[config.mk]
export PLATFORM = sky130hd
export DESIGN_NAME = dsp_mem_arbiter_flat
export DESIGN_NICKNAME = d
export VERILOG_FILES = /design/src/rtl/dsp_mem_arbiter_pkg.sv /design/src/rtl/dsp_mem_arbiter_if.sv /design/src/rtl/dsp_mem_arbiter_ring_addr_gen.sv /design/src/rtl/dsp_mem_arbiter.sv /design/src/flat_wrapper.sv
export SDC_FILE = /design/constraint.sdc
export NUM_CORES = 1
export LEC_CHECK = 0
export CELL_PAD_IN_SITES_DETAIL_PLACEMENT = 1
export CELL_PAD_IN_SITES_GLOBAL_PLACEMENT = 1
export CORE_MARGIN = 8
export CORE_UTILIZATION = 25
export CTS_CLUSTER_DIAMETER = 60
export DETAILED_ROUTE_END_ITERATION = 12
export GPL_TIMING_DRIVEN = 0
export PLACE_DENSITY = 0.89
export SLEW_MARGIN = 20
export SYNTH_ARGS = -nofsm -noshare
export SYNTH_HDL_FRONTEND = slang
export SYNTH_HIERARCHICAL = 1
export SYNTH_SLANG_ARGS = --single-unit
[constraint.sdc]
create_clock -name clk -period 3.3 [get_ports clk]
set_input_delay 0.825 -clock clk [delete_from_list [all_inputs] [get_ports clk]]
set_output_delay 0.825 -clock clk [all_outputs]
set_load 0.05 [all_outputs]
[src/rtl/dsp_mem_arbiter_pkg.sv]
// rtl/dsp_mem_arbiter_pkg.sv - shared widths and arbiter state encoding
// Purpose: word/address widths reused across the DSP memory slice and the
//          two-state arbiter encoding (ARB_CORE / ARB_DMA).
// Ports:   none (package).
package dsp_mem_arbiter_pkg;

  localparam int REG_WORD_LEN  = 16;
  localparam int SRAM_ADDR_LEN = 10;
  localparam int ARB_STATE_LEN = 1;

  typedef enum logic [ARB_STATE_LEN-1:0] {
    ARB_CORE = 1'b0,
    ARB_DMA  = 1'b1
  } arb_state_e;

endpackage

[src/rtl/dsp_mem_arbiter_if.sv]
// rtl/dsp_mem_arbiter_if.sv - core memory-stage and DMA sample stream bundle
// Purpose: groups the core LD/ST request signals and the DMA sample handshake.
// Ports:   core_req/core_we/core_addr/core_wdata -> arbiter, core_rdata/core_stall <- arbiter,
//          dma_valid/dma_data -> arbiter, dma_ready <- arbiter.
//          master = core/DMA side, slave = arbiter side.
interface dsp_mem_arbiter_if
  import dsp_mem_arbiter_pkg::*;
#(
  parameter int DATA_W = REG_WORD_LEN
);

  logic              core_req;
  logic              core_we;
  logic [DATA_W-1:0] core_addr;
  logic [DATA_W-1:0] core_wdata;
  logic [DATA_W-1:0] core_rdata;
  logic              core_stall;
  logic              dma_valid;
  logic              dma_ready;
  logic [DATA_W-1:0] dma_data;

  modport master (
    output core_req, core_we, core_addr, core_wdata, dma_valid, dma_data,
    input  core_rdata, core_stall, dma_ready
  );

  modport slave (
    input  core_req, core_we, core_addr, core_wdata, dma_valid, dma_data,
    output core_rdata, core_stall, dma_ready
  );

endinterface

[src/rtl/dsp_mem_arbiter_ring_addr_gen.sv]
// rtl/dsp_mem_arbiter_ring_addr_gen.sv - ring buffer write pointer and address
// Purpose: holds the ring write pointer, advances it on each write strobe with
//          wrap at len-1, forms base+ptr (carry dropped) and pulses wrap one
//          cycle after the wrapping write.
// Ports:   clk, rst_n, clr (sync pointer clear), wr_stb, base, len -> in;
//          wr_addr, wrap -> out.
module dsp_ring_addr_gen
  import dsp_mem_arbiter_pkg::*;
#(
  parameter int ADDR_W = SRAM_ADDR_LEN
) (
  input  logic              clk,
  input  logic              rst_n,
  input  logic              clr,
  input  logic              wr_stb,
  input  logic [ADDR_W-1:0] base,
  input  logic [ADDR_W-1:0] len,
  output logic [ADDR_W-1:0] wr_addr,
  output logic              wrap
);

  logic [ADDR_W-1:0] wr_ptr_q, wr_ptr_d;
  logic              wrap_q, wrap_d;
  logic              at_end;

  assign at_end  = (wr_ptr_q == len - ADDR_W'(1));
  assign wr_addr = base + wr_ptr_q;
  assign wrap    = wrap_q;

  always_comb begin
    wr_ptr_d = wr_ptr_q;
    wrap_d   = 1'b0;
    if (clr) begin
      wr_ptr_d = '0;
    end else if (wr_stb) begin
      wr_ptr_d = at_end ? '0 : wr_ptr_q + ADDR_W'(1);
      wrap_d   = at_end;
    end
  end

  always_ff @(posedge clk or negedge rst_n) begin
    if (!rst_n) begin
      wr_ptr_q <= '0;
      wrap_q   <= 1'b0;
    end else begin
      wr_ptr_q <= wr_ptr_d;
      wrap_q   <= wrap_d;
    end
  end

endmodule

[src/rtl/dsp_mem_arbiter.sv]
// rtl/dsp_mem_arbiter.sv - two-bank DSP SRAM arbiter between core LD/ST and sample DMA
// Purpose: core has priority on the ring bank; a buffered DMA sample blocked
//          for MAX_WAIT-1 cycles forces one ARB_DMA cycle that stalls the core
//          only if it targets the ring bank. Samples pass a 1-entry buffer.
// Ports:   clk, rst_n (async active-low); bus (slave modport: core + DMA);
//          ring_bank/ring_base/ring_len/ring_clr config, ring_wrap pulse;
//          b1_*/b2_* SRAM bank ports (combinational read data in).
// Option:  DSP_MEM_ARB_STATS_EN adds stat_stall_cnt / stat_drop_cnt outputs.
module dsp_mem_arbiter
  import dsp_mem_arbiter_pkg::*;
#(
  parameter int DATA_W   = REG_WORD_LEN,
  parameter int ADDR_W   = SRAM_ADDR_LEN,
  parameter int MAX_WAIT = 4
) (
  input  logic              clk,
  input  logic              rst_n,
  dsp_mem_arbiter_if.slave  bus,
  input  logic              ring_bank,
  input  logic [ADDR_W-1:0] ring_base,
  input  logic [ADDR_W-1:0] ring_len,
  input  logic              ring_clr,
  output logic              ring_wrap,
`ifdef DSP_MEM_ARB_STATS_EN
  output logic [15:0]       stat_stall_cnt,
  output logic [15:0]       stat_drop_cnt,
`endif
  output logic [ADDR_W-1:0] b1_addr,
  output logic              b1_we,
  output logic [DATA_W-1:0] b1_wdata,
  input  logic [DATA_W-1:0] b1_rdata,
  output logic [ADDR_W-1:0] b2_addr,
  output logic              b2_we,
  output logic [DATA_W-1:0] b2_wdata,
  input  logic [DATA_W-1:0] b2_rdata
);

  localparam int BANK_BIT = DATA_W - 1;
  localparam int WAIT_W   = $clog2(MAX_WAIT + 1);
  localparam logic [WAIT_W-1:0] WAIT_LIM = WAIT_W'(MAX_WAIT - 1);

  arb_state_e        state_q, state_d;
  logic [WAIT_W-1:0] wait_cnt_q, wait_cnt_d, wait_inc;
  logic              buf_vld_q, buf_vld_d;
  logic [DATA_W-1:0] buf_data_q, buf_data_d;
  logic              core_to_ring, conflict, dma_accept, dma_we, core_go;
  logic [ADDR_W-1:0] ring_addr;
  logic              unused_addr_bits;

  assign unused_addr_bits = ^bus.core_addr[BANK_BIT-1:ADDR_W];

  assign core_to_ring  = bus.core_req & (bus.core_addr[BANK_BIT] == ring_bank);
  assign conflict      = core_to_ring & buf_vld_q;
  assign bus.dma_ready = ~buf_vld_q & (ring_len != '0) & ~ring_clr;
  assign dma_accept    = bus.dma_valid & bus.dma_ready;
  assign wait_inc      = wait_cnt_q + WAIT_W'(1);

  always_comb begin
    state_d        = state_q;
    wait_cnt_d     = wait_cnt_q;
    buf_vld_d      = buf_vld_q;
    buf_data_d     = buf_data_q;
    bus.core_stall = 1'b0;
    dma_we         = 1'b0;
    case (state_q)
      ARB_CORE: begin
        dma_we = buf_vld_q & ~conflict;
        if (conflict) begin
          wait_cnt_d = wait_inc;
          if (wait_inc >= WAIT_LIM) state_d = ARB_DMA;
        end
      end
      ARB_DMA: begin
        dma_we         = buf_vld_q;
        bus.core_stall = core_to_ring;
        state_d        = ARB_CORE;
      end
      default: state_d = ARB_CORE;
    endcase
    // A clear drops the buffered sample, so it must not reach the SRAM either.
    dma_we = dma_we & ~ring_clr;
    if (dma_we) begin
      buf_vld_d  = 1'b0;
      wait_cnt_d = '0;
    end else if (dma_accept) begin
      buf_vld_d  = 1'b1;
      buf_data_d = bus.dma_data;
    end
    if (ring_clr) begin
      state_d    = ARB_CORE;
      wait_cnt_d = '0;
      buf_vld_d  = 1'b0;
    end
  end

  always_ff @(posedge clk or negedge rst_n) begin
    if (!rst_n) begin
      state_q    <= ARB_CORE;
      wait_cnt_q <= '0;
      buf_vld_q  <= 1'b0;
      buf_data_q <= '0;
    end else begin
      state_q    <= state_d;
      wait_cnt_q <= wait_cnt_d;
      buf_vld_q  <= buf_vld_d;
      buf_data_q <= buf_data_d;
    end
  end

  dsp_ring_addr_gen #(.ADDR_W(ADDR_W)) u_ring_addr (
    .clk     (clk),
    .rst_n   (rst_n),
    .clr     (ring_clr),
    .wr_stb  (dma_we),
    .base    (ring_base),
    .len     (ring_len),
    .wr_addr (ring_addr),
    .wrap    (ring_wrap)
  );

  // Core and DMA never land on the same bank in one cycle: a conflict either
  // blocks the DMA (ARB_CORE) or stalls the core (ARB_DMA).
  assign core_go = bus.core_req & ~bus.core_stall & rst_n;

  always_comb begin
    b1_we    = 1'b0;
    b1_addr  = '0;
    b1_wdata = '0;
    b2_we    = 1'b0;
    b2_addr  = '0;
    b2_wdata = '0;
    if (core_go) begin
      if (bus.core_addr[BANK_BIT]) begin
        b2_addr  = bus.core_addr[ADDR_W-1:0];
        b2_we    = bus.core_we;
        b2_wdata = bus.core_we ? bus.core_wdata : '0;
      end else begin
        b1_addr  = bus.core_addr[ADDR_W-1:0];
        b1_we    = bus.core_we;
        b1_wdata = bus.core_we ? bus.core_wdata : '0;
      end
    end
    if (dma_we) begin
      if (ring_bank) begin
        b2_addr  = ring_addr;
        b2_we    = 1'b1;
        b2_wdata = buf_data_q;
      end else begin
        b1_addr  = ring_addr;
        b1_we    = 1'b1;
        b1_wdata = buf_data_q;
      end
    end
  end

  assign bus.core_rdata = bus.core_addr[BANK_BIT] ? b2_rdata : b1_rdata;

`ifdef DSP_MEM_ARB_STATS_EN
  logic [15:0] stall_cnt_q, stall_cnt_d, drop_cnt_q, drop_cnt_d;

  always_comb begin
    stall_cnt_d = stall_cnt_q;
    drop_cnt_d  = drop_cnt_q;
    if (bus.core_stall && stall_cnt_q != 16'hFFFF) stall_cnt_d = stall_cnt_q + 16'd1;
    if (ring_clr && buf_vld_q && drop_cnt_q != 16'hFFFF) drop_cnt_d = drop_cnt_q + 16'd1;
  end

  always_ff @(posedge clk or negedge rst_n) begin
    if (!rst_n) begin
      stall_cnt_q <= '0;
      drop_cnt_q  <= '0;
    end else begin
      stall_cnt_q <= stall_cnt_d;
      drop_cnt_q  <= drop_cnt_d;
    end
  end

  assign stat_stall_cnt = stall_cnt_q;
  assign stat_drop_cnt  = drop_cnt_q;
`endif

endmodule

[src/flat_wrapper.sv]
// flat-port wrapper written by rule: the top's interface ports become plain ports
module dsp_mem_arbiter_flat import dsp_mem_arbiter_pkg::*;
#(
  parameter int DATA_W   = REG_WORD_LEN,
  parameter int ADDR_W   = SRAM_ADDR_LEN,
  parameter int MAX_WAIT = 4
)
  (clk, rst_n, ring_bank, ring_base, ring_len, ring_clr, ring_wrap, b1_addr, b1_we, b1_wdata, b1_rdata, b2_addr, b2_we, b2_wdata, b2_rdata, bus_core_req, bus_core_we, bus_core_addr, bus_core_wdata, bus_dma_valid, bus_dma_data, bus_core_rdata, bus_core_stall, bus_dma_ready);
  dsp_mem_arbiter_if #(.DATA_W(DATA_W)) bus_i ();
  input  logic clk;
  input  logic rst_n;
  input  logic ring_bank;
  input  logic [ADDR_W-1:0] ring_base;
  input  logic [ADDR_W-1:0] ring_len;
  input  logic ring_clr;
  output logic ring_wrap;
  output logic [ADDR_W-1:0] b1_addr;
  output logic b1_we;
  output logic [DATA_W-1:0] b1_wdata;
  input  logic [DATA_W-1:0] b1_rdata;
  output logic [ADDR_W-1:0] b2_addr;
  output logic b2_we;
  output logic [DATA_W-1:0] b2_wdata;
  input  logic [DATA_W-1:0] b2_rdata;
  input wire logic [$bits(bus_i.core_req)-1:0] bus_core_req;
  input wire logic [$bits(bus_i.core_we)-1:0] bus_core_we;
  input wire logic [$bits(bus_i.core_addr)-1:0] bus_core_addr;
  input wire logic [$bits(bus_i.core_wdata)-1:0] bus_core_wdata;
  input wire logic [$bits(bus_i.dma_valid)-1:0] bus_dma_valid;
  input wire logic [$bits(bus_i.dma_data)-1:0] bus_dma_data;
  output wire logic [$bits(bus_i.core_rdata)-1:0] bus_core_rdata;
  output wire logic [$bits(bus_i.core_stall)-1:0] bus_core_stall;
  output wire logic [$bits(bus_i.dma_ready)-1:0] bus_dma_ready;
  assign bus_i.core_req = bus_core_req;
  assign bus_i.core_we = bus_core_we;
  assign bus_i.core_addr = bus_core_addr;
  assign bus_i.core_wdata = bus_core_wdata;
  assign bus_i.dma_valid = bus_dma_valid;
  assign bus_i.dma_data = bus_dma_data;
  assign bus_core_rdata = bus_i.core_rdata;
  assign bus_core_stall = bus_i.core_stall;
  assign bus_dma_ready = bus_i.dma_ready;
  dsp_mem_arbiter #(.DATA_W(DATA_W), .ADDR_W(ADDR_W), .MAX_WAIT(MAX_WAIT)) u_core (.clk(clk), .rst_n(rst_n), .bus(bus_i), .ring_bank(ring_bank), .ring_base(ring_base), .ring_len(ring_len), .ring_clr(ring_clr), .ring_wrap(ring_wrap), .b1_addr(b1_addr), .b1_we(b1_we), .b1_wdata(b1_wdata), .b1_rdata(b1_rdata), .b2_addr(b2_addr), .b2_we(b2_we), .b2_wdata(b2_wdata), .b2_rdata(b2_rdata));
endmodule
==> results of run 1 <==
[cell families (layout without fill, tap and decap cells)]
kind of cell / after synthesis / count (layout) / synth area share
other: 0 / 1 / 0
XOR/XNOR: 27 / 27 / 0.0762
multiplexers: 33 / 33 / 0.130
AND/OR/NAND/NOR: 96 / 96 / 0.173
flip-flops: 32 / 32 / 0.258
adder cells (fa/ha/maj): 14 / 14 / 0.0589
buffers and inverters: 29 / 235 / 0.0436
AO/OA/AOI/OAI: 96 / 96 / 0.259
[worst max-delay path, stage by stage]
cell and delay (ps):
buf_8 100, ha_4 190, a21o_1 190, a21oi_4 150
o21ai_2 80, or4_4 430, and3_4 190, a211oi_4 320
a22o_4 180, buf_8 140
[state kept, by name (all words and copies together), names as in the netlist]
register	count
u_core/buf_data_q	16
u_core/u_ring_addr/wr_ptr_q	10
u_core/wait_cnt_q	3
u_core/buf_vld_q	1
u_core/state_q	1
u_core/u_ring_addr/wrap	1
[worst paths after layout]
check / slack [ps] / cells after the start / endpoint / from
min in group clk: 500 / 1 / u_core/wait_cnt_q[2] / u_core/wait_cnt_q[2]
hold reg to reg: 500 / 1 / u_core/wait_cnt_q[2] / u_core/wait_cnt_q[2]
hold / removal: 380 / 1 / u_core/buf_data_q[4] / rst_n
setup reg to reg: 1050 / 8 / u_core/u_ring_addr/wrap / u_core/u_ring_addr/wr_ptr_q[2]
setup / recovery: -320 / 10 / b1_addr[9] / ring_base[1]
max in group asynchronous: 2510 / 2 / u_core/u_ring_addr/wr_ptr_q[0] / rst_n
[metal layers]
metal	GRT usage	wire length, µm	vias up
met1	0.162	5090	1758
met4	0.0588	378	2
met5	0	10	-
li1	-	-	1654
met2	0.294	7310	142
met3	0.0516	1150	22
[power breakdown]
group	switching (mW)	internal, mW
Sequential	0.0406	0.435
Combinational	0.346	0.313
Clock	0.158	0.273
Total	0.544	1.02
[final cells by class]
| type | instances | area (µm²) | area share |
|---|---|---|---|
| flip-flops and latches | 32 | 802 | 0.143 |
| multi-input cells | 266 | 2500 | 0.444 |
| repair buffers | 200 | 1810 | 0.322 |
| plain buffers | 16 | 124 | 0.0220 |
| inverters | 12 | 45.0 | 0.00801 |
| diodes | 1 | 2.50 | 0.000445 |
| well taps | 168 | 210 | 0.0374 |
| clock buffers | 6 | 129 | 0.0229 |
| clock inverters | 1 | 5.00 | 0.000889 |
[metrics by stage]
step                area [µm²]  instances   util  power, mW
global route              5630        702  0.466       1.64
detailed placement        5130        669  0.426       1.11
global placement          5110        668  0.424       1.08
finish                    5630        702  0.466       1.57
floorplan                 3170        327      -      0.825
CTS                       5530        693  0.459       1.56
[repair_timing]
action	4_1_cts	5_1_grt
setup buffers	19	10
gates resized for setup	346	79
gates cloned	0	0
setup endpoints to repair	83	65
pin swaps	25	23
hold buffers	0	0
[placed cells by master (no fill, tap or decap), types with 4 or more instances in the layout]
| cell type | synthesis | layout |
|---|---|---|
| and3_1 | 6 | 5 |
| nand2b_1 | 4 | 4 |
| ha_1 | 13 | 5 |
| or2_2 | 4 | 4 |
| clkbuf_1 | 13 | 5 |
| nand2_1 | 24 | 23 |
| ha_4 | 0 | 7 |
| a211oi_4 | 0 | 4 |
| dlygate4sd2_1 | 0 | 19 |
| a22o_1 | 52 | 44 |
| mux2_2 | 23 | 23 |
| clkdlybuf4s50_1 | 0 | 86 |
| buf_6 | 1 | 8 |
| o21ai_0 | 8 | 5 |
| dfrtp_1 | 32 | 31 |
| xor2_1 | 11 | 10 |
| buf_8 | 0 | 7 |
| inv_1 | 12 | 9 |
| clkbuf_2 | 0 | 9 |
| xnor2_1 | 16 | 14 |
| a21oi_1 | 6 | 4 |
| nor3_1 | 15 | 14 |
| dlymetal6s2s_1 | 0 | 6 |
| a22o_2 | 0 | 5 |
| buf_2 | 2 | 22 |
| buf_4 | 0 | 29 |
| nor2_1 | 13 | 12 |
| clkbuf_16 | 0 | 5 |
| clkbuf_4 | 0 | 17 |
| mux2_4 | 9 | 9 |
==> impl_summary.log, run 1 <==
[metrics] Max-Slew Margin vs Limit: 0.583
[metrics] Yosys top cell area share: 0.258
[metrics] Critical Path Start Type: primary input
[metrics] largest buffer count on any clock path: 2
[metrics] Leakage Power: 2.45 nW
[metrics] die footprint: 16,200 µm²
[metrics] largest net degree at the start of global routing: 30
[metrics] Core Rows: 40
[metrics] per-cell routed wire length: 19.9 µm
[metrics] Clock Pin Slew Worst Setup and Hold Paths: 50 ps
[metrics] synthesized instance count: 327
[metrics] antenna violations before repair: 2
[metrics] number of sinks on the clock net: 32
[metrics] Post-Syn Nets: 448
[metrics] Filler cells: 1,349
[metrics] CTS Buf Count: 5
[metrics] vias per inst: 5.10
[metrics] height of the chip: 127 µm
[metrics] top-count cell post-synth: a22o_1
[metrics] post-synthesis sequential area ratio: 0.258
[metrics] CP Capture Type: primary output
[metrics] count of input and output buffers: 173
[metrics] unrepaired setup endpoints after global routing: true
[metrics] fin. max-slew vios: 0
[metrics] share of cells above drive strength 1: 0.373
[metrics] worst-skew pair later-pin latency: 280 ps
[metrics] slew of the pin with the lowest slew margin: 618 ps
[metrics] Final min period: 3620 ps
[metrics] Warnings, synthesis: 6
[metrics] worst clock skew: 5.85 ps
[metrics] H-tree levels: 2
[metrics] cells taking the most area after synthesis: dfrtp_1 (26%), a22o_1 (15%), mux2_2 (8.4%), ha_1 (5.2%), xnor2_1 (4.5%)
[metrics] wire length reported by the detailed router: 13,900 µm
[metrics] number of max-cap violations: 0
[metrics] final critical-path share of the clock period: 1.10
[metrics] via count of the first global-routing pass: 3,963
[metrics] CTS tree: done
[metrics] Final Worst Setup Slack: -316 ps
[metrics] setup tns final: -1780 ps
[metrics] master cell of the clock root buffer: clkbuf_16
[metrics] worst-path maximum fanout: 2
[metrics] remaining global-route overflow: 0
[metrics] asr flop ratio synth: 1.00
[metrics] total via count after detailed routing: 3,578
[metrics] IO Count: 180
[metrics] number of hold violations in the final report: 0
[metrics] Area growth syn-to-layout: 81.4%
[metrics] run status: finished with violations
[metrics] peak supply drop: 184 µV
[metrics] Yosys reg bits: 32
[metrics] GR Util All Layers: 0.159
[metrics] initial detailed-routing violation count: 122
[metrics] FMAX: 277 MHz
[metrics] First-pass DRT Iterations: 5
[metrics] hpwl dp: 10,500 µm
[metrics] first-pass GRT wire length: 20,800 µm
[metrics] failing checks: negative setup slack
[metrics] critical setup path kind: in -> out
[metrics] primary flip-flop cell chosen by synthesis mapping: dfrtp_1
[metrics] Worst Hold Slack: 379 ps
[metrics] commonest cells in the netlist: a22o_1 (52), dfrtp_1 (32), nand2_1 (24), mux2_2 (23), xnor2_1 (16)
[metrics] Hold/Removal Path Class: in -> async
[metrics] Cell variety after synth: 53
[metrics] Power Density: 278 nW/µm²
[metrics] number of flops mapped to enable cells by yosys: 0
[metrics] horizontal die dimension: 127 µm
[metrics] # DRC: 0
[metrics] netlist area before placement: 3100 µm²
[metrics] data arrival time of the worst path: 2790 ps
[metrics] average size of a mapped cell: 9.49 µm²
[metrics] largest area contributor in the synthesized netlist: dfrtp_1
[metrics] Initial Util: 0.257
[metrics] post-route ant nets: 0
[metrics] Net count, final: 654
[metrics] Core Region: 12,100 µm²
[metrics] required time at the endpoint of the critical path: 2470 ps
[metrics] Placement Setup Slack: -1720 ps
[metrics] final setup violation count: 8
[metrics] global placer's final weighted congestion: 0.851
Power figures use the tool's default switching activity.
==> inputs of run 2 (changes only) <==
Settings changed: CAP_MARGIN from default to 25.
==> run 2 against run 1 <==
The run still ends with negative setup slack left. First-iteration DRC count fell by 25%. Via count fell by 0.39%. Global-route usage increased by 0.63 points. Largest power group unchanged. Design area barely moved. Non-clock buffer count down 5.
==> impl_summary.log, run 2 (synthesized netlist as in run 1, its figures left out) <==
[metrics] Core Rows: 40 (unchanged)
[metrics] Worst R2R End: u_core/u_ring_addr/wrap
[metrics] Power Density: 301 nW/µm² (+8.2%)
[metrics] run status: finished with violations
[metrics] antenna violations before repair: 1 (-1)
[metrics] slowest stage delay, CP: 420 ps (about the same)
[metrics] Final Worst Setup Slack: -306 ps (+9.93 ps)
[metrics] CTS tree: done
[metrics] Leakage Power: 2.45 nW (-0.32%)
[metrics] height of the chip: 127 µm (unchanged)
[metrics] count of input and output buffers: 173 (unchanged)
[metrics] Crit-path slowest cell: or4_4
[metrics] worst clock skew: 7.69 ps (+1.84 ps)
[metrics] net switching share of the total power: 0.326 (-0.0218)
[metrics] Worst R2R Path Depth: 8 (unchanged)
[metrics] area taken by multi-input logic gates: 2490 µm² (-0.20%)
[metrics] placed insts: 670 (+0.15%)
[metrics] worst-skew pair later-pin latency: 280 ps (about the same)
[metrics] portion of total power attributed to the clock network: 0.332 (+0.057)
[metrics] registers with the most flip-flops: u_core/buf_data_q (16), u_core/u_ring_addr/wr_ptr_q (10), u_core/wait_cnt_q (3)
[metrics] Core Region: 12,100 µm² (unchanged)
[metrics] Max-Slew Margin vs Limit: 0.586 (+0.00283)
[metrics] Placement Setup Slack: -1590 ps (+134 ps)
[metrics] CP Capture Type: primary output
[metrics] final setup violation count: 8 (unchanged)
[metrics] Final min period: 3610 ps (-9.93 ps)
[metrics] Filler cells: 1,354 (+0.37%)
[metrics] Hold/Removal Path Class: in -> async
[metrics] final critical-path share of the clock period: 1.09 (-0.00301)
[metrics] most frequent cells in the layout: clkdlybuf4s50_1 (85), a22o_1 (44), buf_4 (37)
[metrics] required time at the endpoint of the critical path: 2470 ps (about the same)
[metrics] remaining global-route overflow: 0 (unchanged)
[metrics] Area growth syn-to-layout: 81.5% (about the same)
[metrics] total via count after detailed routing: 3,564 (-0.39%)
[metrics] FMAX: 277 MHz (+0.28%)
[metrics] number of hold violations in the final report: 0 (unchanged)
[metrics] met1 usage: 0.163 (+0.000745)
[metrics] GR Util All Layers: 0.165 (+0.00633)
[metrics] horizontal die dimension: 127 µm (unchanged)
[metrics] post-route ant nets: 0 (unchanged)
[metrics] vias per inst: 5.11 (+0.18%)
[metrics] met3 track utilization from global routing: 0.0512 (-0.000416)
[metrics] peak supply drop: 206 µV (+12%)
[metrics] Util after Layout: 0.467 (about the same)
[metrics] capture point of the worst path: b1_addr[9]
[metrics] GRT Max-Usage Layer: met2
[metrics] IO Count: 180 (unchanged)
[metrics] global routing met2 resource utilization: 0.310 (+0.0156)
[metrics] most frequent standard cell in the layout excluding fill and tap cells: clkdlybuf4s50_1
[metrics] critical setup path kind: in -> out
[metrics] worst-path maximum fanout: 2 (unchanged)
[metrics] # DRC: 0 (unchanged)
[metrics] reg-to-reg setup timing slack: 1080 ps (+30 ps)
[metrics] sequential cell area in the final layout: 802 µm² (unchanged)
[metrics] origin of the critical flop-to-flop path: u_core/u_ring_addr/wr_ptr_q[2]
[metrics] share of total power in combinational logic: 0.388 (-0.033)
[metrics] die footprint: 16,200 µm² (unchanged)
[metrics] Clock Pin Slew Worst Setup and Hold Paths: 60 ps (about the same)
[metrics] master cell of the clock root buffer: clkbuf_16
[metrics] wire length reported by the detailed router: 14,100 µm (+1.0%)
[metrics] via count of the first global-routing pass: 4,096 (+3.4%)
[metrics] fin. max-slew vios: 0 (unchanged)
[metrics] First-pass DRT Iterations: 4 (-1)
[metrics] hpwl dp: 10,600 µm (+1.4%)
[metrics] number of sinks on the clock net: 32 (unchanged)
[metrics] H-tree levels: 2 (unchanged)
[metrics] global placer's final weighted congestion: 0.851 (unchanged)
[metrics] unrepaired setup endpoints after global routing: true
[metrics] data arrival time of the worst path: 2780 ps (about the same)
[metrics] first-pass GRT wire length: 21,400 µm (+2.9%)
[metrics] Worst Hold Slack: 382 ps (+2.80 ps)
[metrics] largest net degree at the start of global routing: 16 (-47%)
[metrics] register ranked first by flip-flop count: u_core/buf_data_q
[metrics] internal power component: 1.14 mW (+12%)
[metrics] Critical Path Start Type: primary input
[metrics] Net count, final: 649 (-0.76%)
[metrics] share of cells above drive strength 1: 0.388 (+0.0142)
[metrics] Initial Util: 0.257 (unchanged)
[metrics] number of flip-flops in the largest register: 16 (unchanged)
[metrics] share of total power in sequential cells: 0.280 (-0.024)
[metrics] per-cell routed wire length: 20.2 µm (+1.6%)
[metrics] post-route total power: 1.70 mW (+8.3%)
[metrics] Final Instance Count excl. Fillers: 698 (-0.57%)
[metrics] slew of the pin with the lowest slew margin: 613 ps (-4.19 ps)
[metrics] initial detailed-routing violation count: 92 (-25%)
[metrics] largest buffer count on any clock path: 2 (unchanged)
[metrics] launch point of the worst path: ring_base[1]
[metrics] most frequent cell on the critical path: buf_8
[metrics] cell breakdown of the critical path: buf_8, ha_4, a21o_1, a21oi_4, o21ai_2, or4_4, and3_4, a211oi_4, a22o_4, buf_8
[metrics] net switching power of the design: 0.552 mW (+1.5%)
[metrics] number of max-cap violations: 0 (unchanged)
[metrics] failing checks: negative setup slack
[metrics] CTS Buf Count: 5 (unchanged)
[run 2: cell count changes in the layout (fill, tap and decap cells not counted), sizes merged]
cell	previous run	this run
clkdlybuf4s18	1	0
clkbuf	38	20
dlygate4sd2	19	13
dlymetal6s2s	6	3
buf	68	92
clkdlybuf4s50	86	85
bufinv	0	1
clkinv	1	0
bufbuf	0	1
[run 2: final cells by class]
type | instances | share of cell area
Multi-Input combinational cell | 266 | 0.443
Timing Repair Buffer | 195 | 0.315
Sequential cell | 32 | 0.142
Tap cell | 168 | 0.0373
Clock buffer | 7 | 0.0271
Buffer | 16 | 0.0218
Inverter | 12 | 0.00800
Clock inverter | 1 | 0.00533
Antenna cell | 1 | 0.000444
[run 2: routing by layer]
layer / share of wire / routed length (µm)
met4: 0.031 / 433
met1: 0.35 / 4980
met2: 0.53 / 7480
met5: 0 / 0
met3: 0.085 / 1190
[run 2: what timing repair did]
item / 4_1_cts / 5_1_grt
resized for setup: 454 / 24
setup endpoints to repair: 83 / 35
gates cloned: 1 / 0
pin swaps: 24 / 18
hold buffers: 0 / 0
setup buffers: 19 / 1
[run 2: worst max-delay path: cells and delay by family]
kind	cells	cell delay, ps
AO/OA/AOI/OAI	5	900
AND/OR/NAND/NOR	2	610
buffers and inverters	2	240
adder cells (fa/ha/maj)	1	200
[run 2: power groups by stage]
stage / clock, mW / sequential [mW] / combinational (mW)
4_1_cts: 0.571 / 0.474 / 0.649
3_3_place_gp: 0 / 0.477 / 0.606
5_1_grt: 0.592 / 0.481 / 0.695
2_1_floorplan: 0 / 0.466 / 0.360
3_5_place_dp: 0 / 0.480 / 0.628
6_report: 0.563 / 0.475 / 0.657
[run 2: worst min path at each step]
stage / startpoint / end / depth (start not counted)
2_1_floorplan: u_core/wait_cnt_q[2] / u_core/wait_cnt_q[2] / 1
3_3_place_gp: u_core/wait_cnt_q[2] / u_core/wait_cnt_q[2] / 1
3_5_place_dp: u_core/wait_cnt_q[2] / u_core/wait_cnt_q[2] / 1
4_1_cts: rst_n / u_core/buf_data_q[2] / 1
5_1_grt: rst_n / u_core/buf_data_q[2] / 1
6_report: rst_n / u_core/buf_data_q[15] / 1
[run 2: through the flow]
| step | instance area [µm²] | TNS [ps] |
|---|---|---|
| after floorplan | 3170 | -135 |
| after global routing | 5630 | -1680 |
| after global placement | 5110 | -137610 |
| after CTS | 5560 | -1900 |
| final | 5630 | -1200 |
| after detailed placement | 5140 | -90850 |
==> inputs of run 3 (changes only) <==
Settings changed: MAX_ROUTING_LAYER from default to met4.
==> run 3 against run 2 <==
The run still ends with negative setup slack left. Routed wire length is essentially flat. Clock skew is essentially flat. Sequential cell count is the same. Utilization is the same. Largest cell class unchanged. Largest power group unchanged.
==> impl_summary.log, run 3 (synthesized netlist as in run 1, its figures left out) <==
[metrics] register ranked first by flip-flop count: u_core/buf_data_q
[metrics] global placer's final weighted congestion: 0.865 (+1.6%)
[metrics] Final Worst Setup Slack: -302 ps (+3.85 ps)
[metrics] remaining global-route overflow: 0 (unchanged)
[metrics] master cell of the clock root buffer: clkbuf_16
[metrics] height of the chip: 127 µm (unchanged)
[metrics] number of flip-flops in the largest register: 16 (unchanged)
[metrics] worst-skew pair later-pin latency: 280 ps (about the same)
[metrics] via count of the first global-routing pass: 4,101 (+0.12%)
[metrics] Worst Hold Slack: 382 ps (+0.0180 ps)
[metrics] Net count, final: 649 (unchanged)
[metrics] post-route total power: 1.70 mW (about the same)
[metrics] Max-Slew Margin vs Limit: 0.581 (-0.00485)
[metrics] failing checks: negative setup slack
[metrics] vias per inst: 5.08 (-0.45%)
[metrics] fin. max-slew vios: 0 (unchanged)
[metrics] Filler cells: 1,354 (unchanged)
[metrics] wire length reported by the detailed router: 14,100 µm (about the same)
[metrics] GR Util All Layers: 0.170 (+0.00476)
[metrics] First-pass DRT Iterations: 4 (unchanged)
[metrics] number of max-cap violations: 0 (unchanged)
[metrics] IO Count: 180 (unchanged)
[metrics] final setup violation count: 8 (unchanged)
[metrics] setup tns final: -1190 ps (+9.34 ps)
[metrics] critical setup path kind: in -> out
[metrics] per-cell routed wire length: 20.2 µm (about the same)
[metrics] worst-path maximum fanout: 2 (unchanged)
[metrics] first-pass GRT wire length: 21,400 µm (about the same)
[metrics] post-route ant nets: 0 (unchanged)
[metrics] Critical Path Start Type: primary input
[metrics] CP Capture Type: primary output
[metrics] Leakage Power: 2.45 nW (unchanged)
[metrics] Core Rows: 40 (unchanged)
[metrics] die footprint: 16,200 µm² (unchanged)
[metrics] Hold/Removal Path Class: in -> async
[metrics] largest buffer count on any clock path: 2 (unchanged)
[metrics] most frequent standard cell in the layout excluding fill and tap cells: clkdlybuf4s50_1
[metrics] run status: finished with violations
[metrics] slew of the pin with the lowest slew margin: 627 ps (+13.3 ps)
[metrics] Clock Pin Slew Worst Setup and Hold Paths: 60 ps (about the same)
[metrics] H-tree levels: 2 (unchanged)
[metrics] hpwl dp: 10,600 µm (unchanged)
[metrics] share of cells above drive strength 1: 0.388 (unchanged)
[metrics] most frequent cells in the layout: clkdlybuf4s50_1 (85), a22o_1 (44), buf_4 (37)
[metrics] count of input and output buffers: 173 (unchanged)
[metrics] worst clock skew: 7.88 ps (+0.187 ps)
[metrics] peak supply drop: 209 µV (+1.4%)
[metrics] CTS tree: done
[metrics] Hold Buf Count CTS: 0 (unchanged)
[metrics] # DRC: 0 (unchanged)
[metrics] data arrival time of the worst path: 2780 ps (about the same)
[metrics] Area growth syn-to-layout: 81.5% (unchanged)
[metrics] reg-to-reg setup timing slack: 1080 ps (about the same)
[metrics] Core Region: 12,100 µm² (unchanged)
[metrics] largest net degree at the start of global routing: 16 (unchanged)
[metrics] antenna violations before repair: 1 (unchanged)
[metrics] FMAX: 278 MHz (+0.11%)
[metrics] horizontal die dimension: 127 µm (unchanged)
[metrics] total via count after detailed routing: 3,548 (-0.45%)
[metrics] Power Density: 301 nW/µm² (about the same)
[metrics] required time at the endpoint of the critical path: 2470 ps (about the same)
[metrics] registers with the most flip-flops: u_core/buf_data_q (16), u_core/u_ring_addr/wr_ptr_q (10), u_core/wait_cnt_q (3)
[metrics] unrepaired setup endpoints after global routing: true
[metrics] number of sinks on the clock net: 32 (unchanged)
[metrics] CTS Buf Count: 5 (unchanged)
[metrics] final critical-path share of the clock period: 1.09 (-0.00117)
[metrics] Final min period: 3600 ps (-3.85 ps)
[metrics] initial detailed-routing violation count: 77 (-16%)
[metrics] Initial Util: 0.257 (unchanged)
[metrics] number of hold violations in the final report: 0 (unchanged)
[run 3: cell counts in the layout (fill, tap and decap cells not counted)]
No cell type changed its count.
[run 3: layout make-up]
class                           count  area (µm²)  area share
Inverter                           12        45.0     0.00800
Antenna cell                        1        2.50    0.000444
Tap cell                          168         210      0.0373
Clock buffer                        7         153      0.0271
Sequential cell                    32         802       0.142
Multi-Input combinational cell    266        2490       0.443
Clock inverter                      1        30.0     0.00533
Buffer                             16         123      0.0218
Timing Repair Buffer              195        1770       0.315
[run 3: path summary, 6_finish.rpt]
check                                               start                             end  depth (start not counted)
hold / removal                                      rst_n           u_core/buf_data_q[15]                          1
max in group asynchronous                           rst_n  u_core/u_ring_addr/wr_ptr_q[1]                          2
setup reg to reg           u_core/u_ring_addr/wr_ptr_q[2]         u_core/u_ring_addr/wrap                          8
min in group clk                     u_core/wait_cnt_q[2]            u_core/wait_cnt_q[2]                          1
setup / recovery                             ring_base[1]                      b1_addr[9]                         10
hold reg to reg                      u_core/wait_cnt_q[2]            u_core/wait_cnt_q[2]                          1
[run 3: critical path, cell delays in order]
cell and delay [ps]:
buf_8 100, ha_4 200, a21o_1 180, a21oi_4 140, o21ai_2 80, or4_4 420
and3_4 190, a211oi_4 320, a22o_4 180, buf_8 140
[run 3: stage by stage]
stage / instance area, µm² / setup WS (ps) / cells / util
2_1_floorplan: 3170 / -66.0 / 327 / -
3_3_place_gp: 5110 / -2520 / 668 / 0.424
3_5_place_dp: 5140 / -1590 / 670 / 0.426
4_1_cts: 5560 / -309 / 696 / 0.461
5_1_grt: 5630 / -333 / 698 / 0.467
6_report: 5630 / -302 / 698 / 0.467
[run 3: timing repair]
action | in CTS | in global routing
setup buffers | 19 | 1
hold endpoints to repair | 0 | 0
resized for setup | 454 | 24
setup endpoints to repair | 83 | 35
cloned | 1 | 0
pin swaps | 24 | 18
[run 3: power by group]
part	internal [mW]	total, mW	switching (mW)
clock	0.397	0.565	0.168
combinational	0.311	0.657	0.345
sequential	0.435	0.474	0.0396
[run 3: routing by layer]
layer | part of all wire | GRT usage
met1 | 0.37 | 0.172
met2 | 0.54 | 0.310
met3 | 0.065 | 0.0387
met4 | 0.025 | 0.0707
met5 | 0 | -
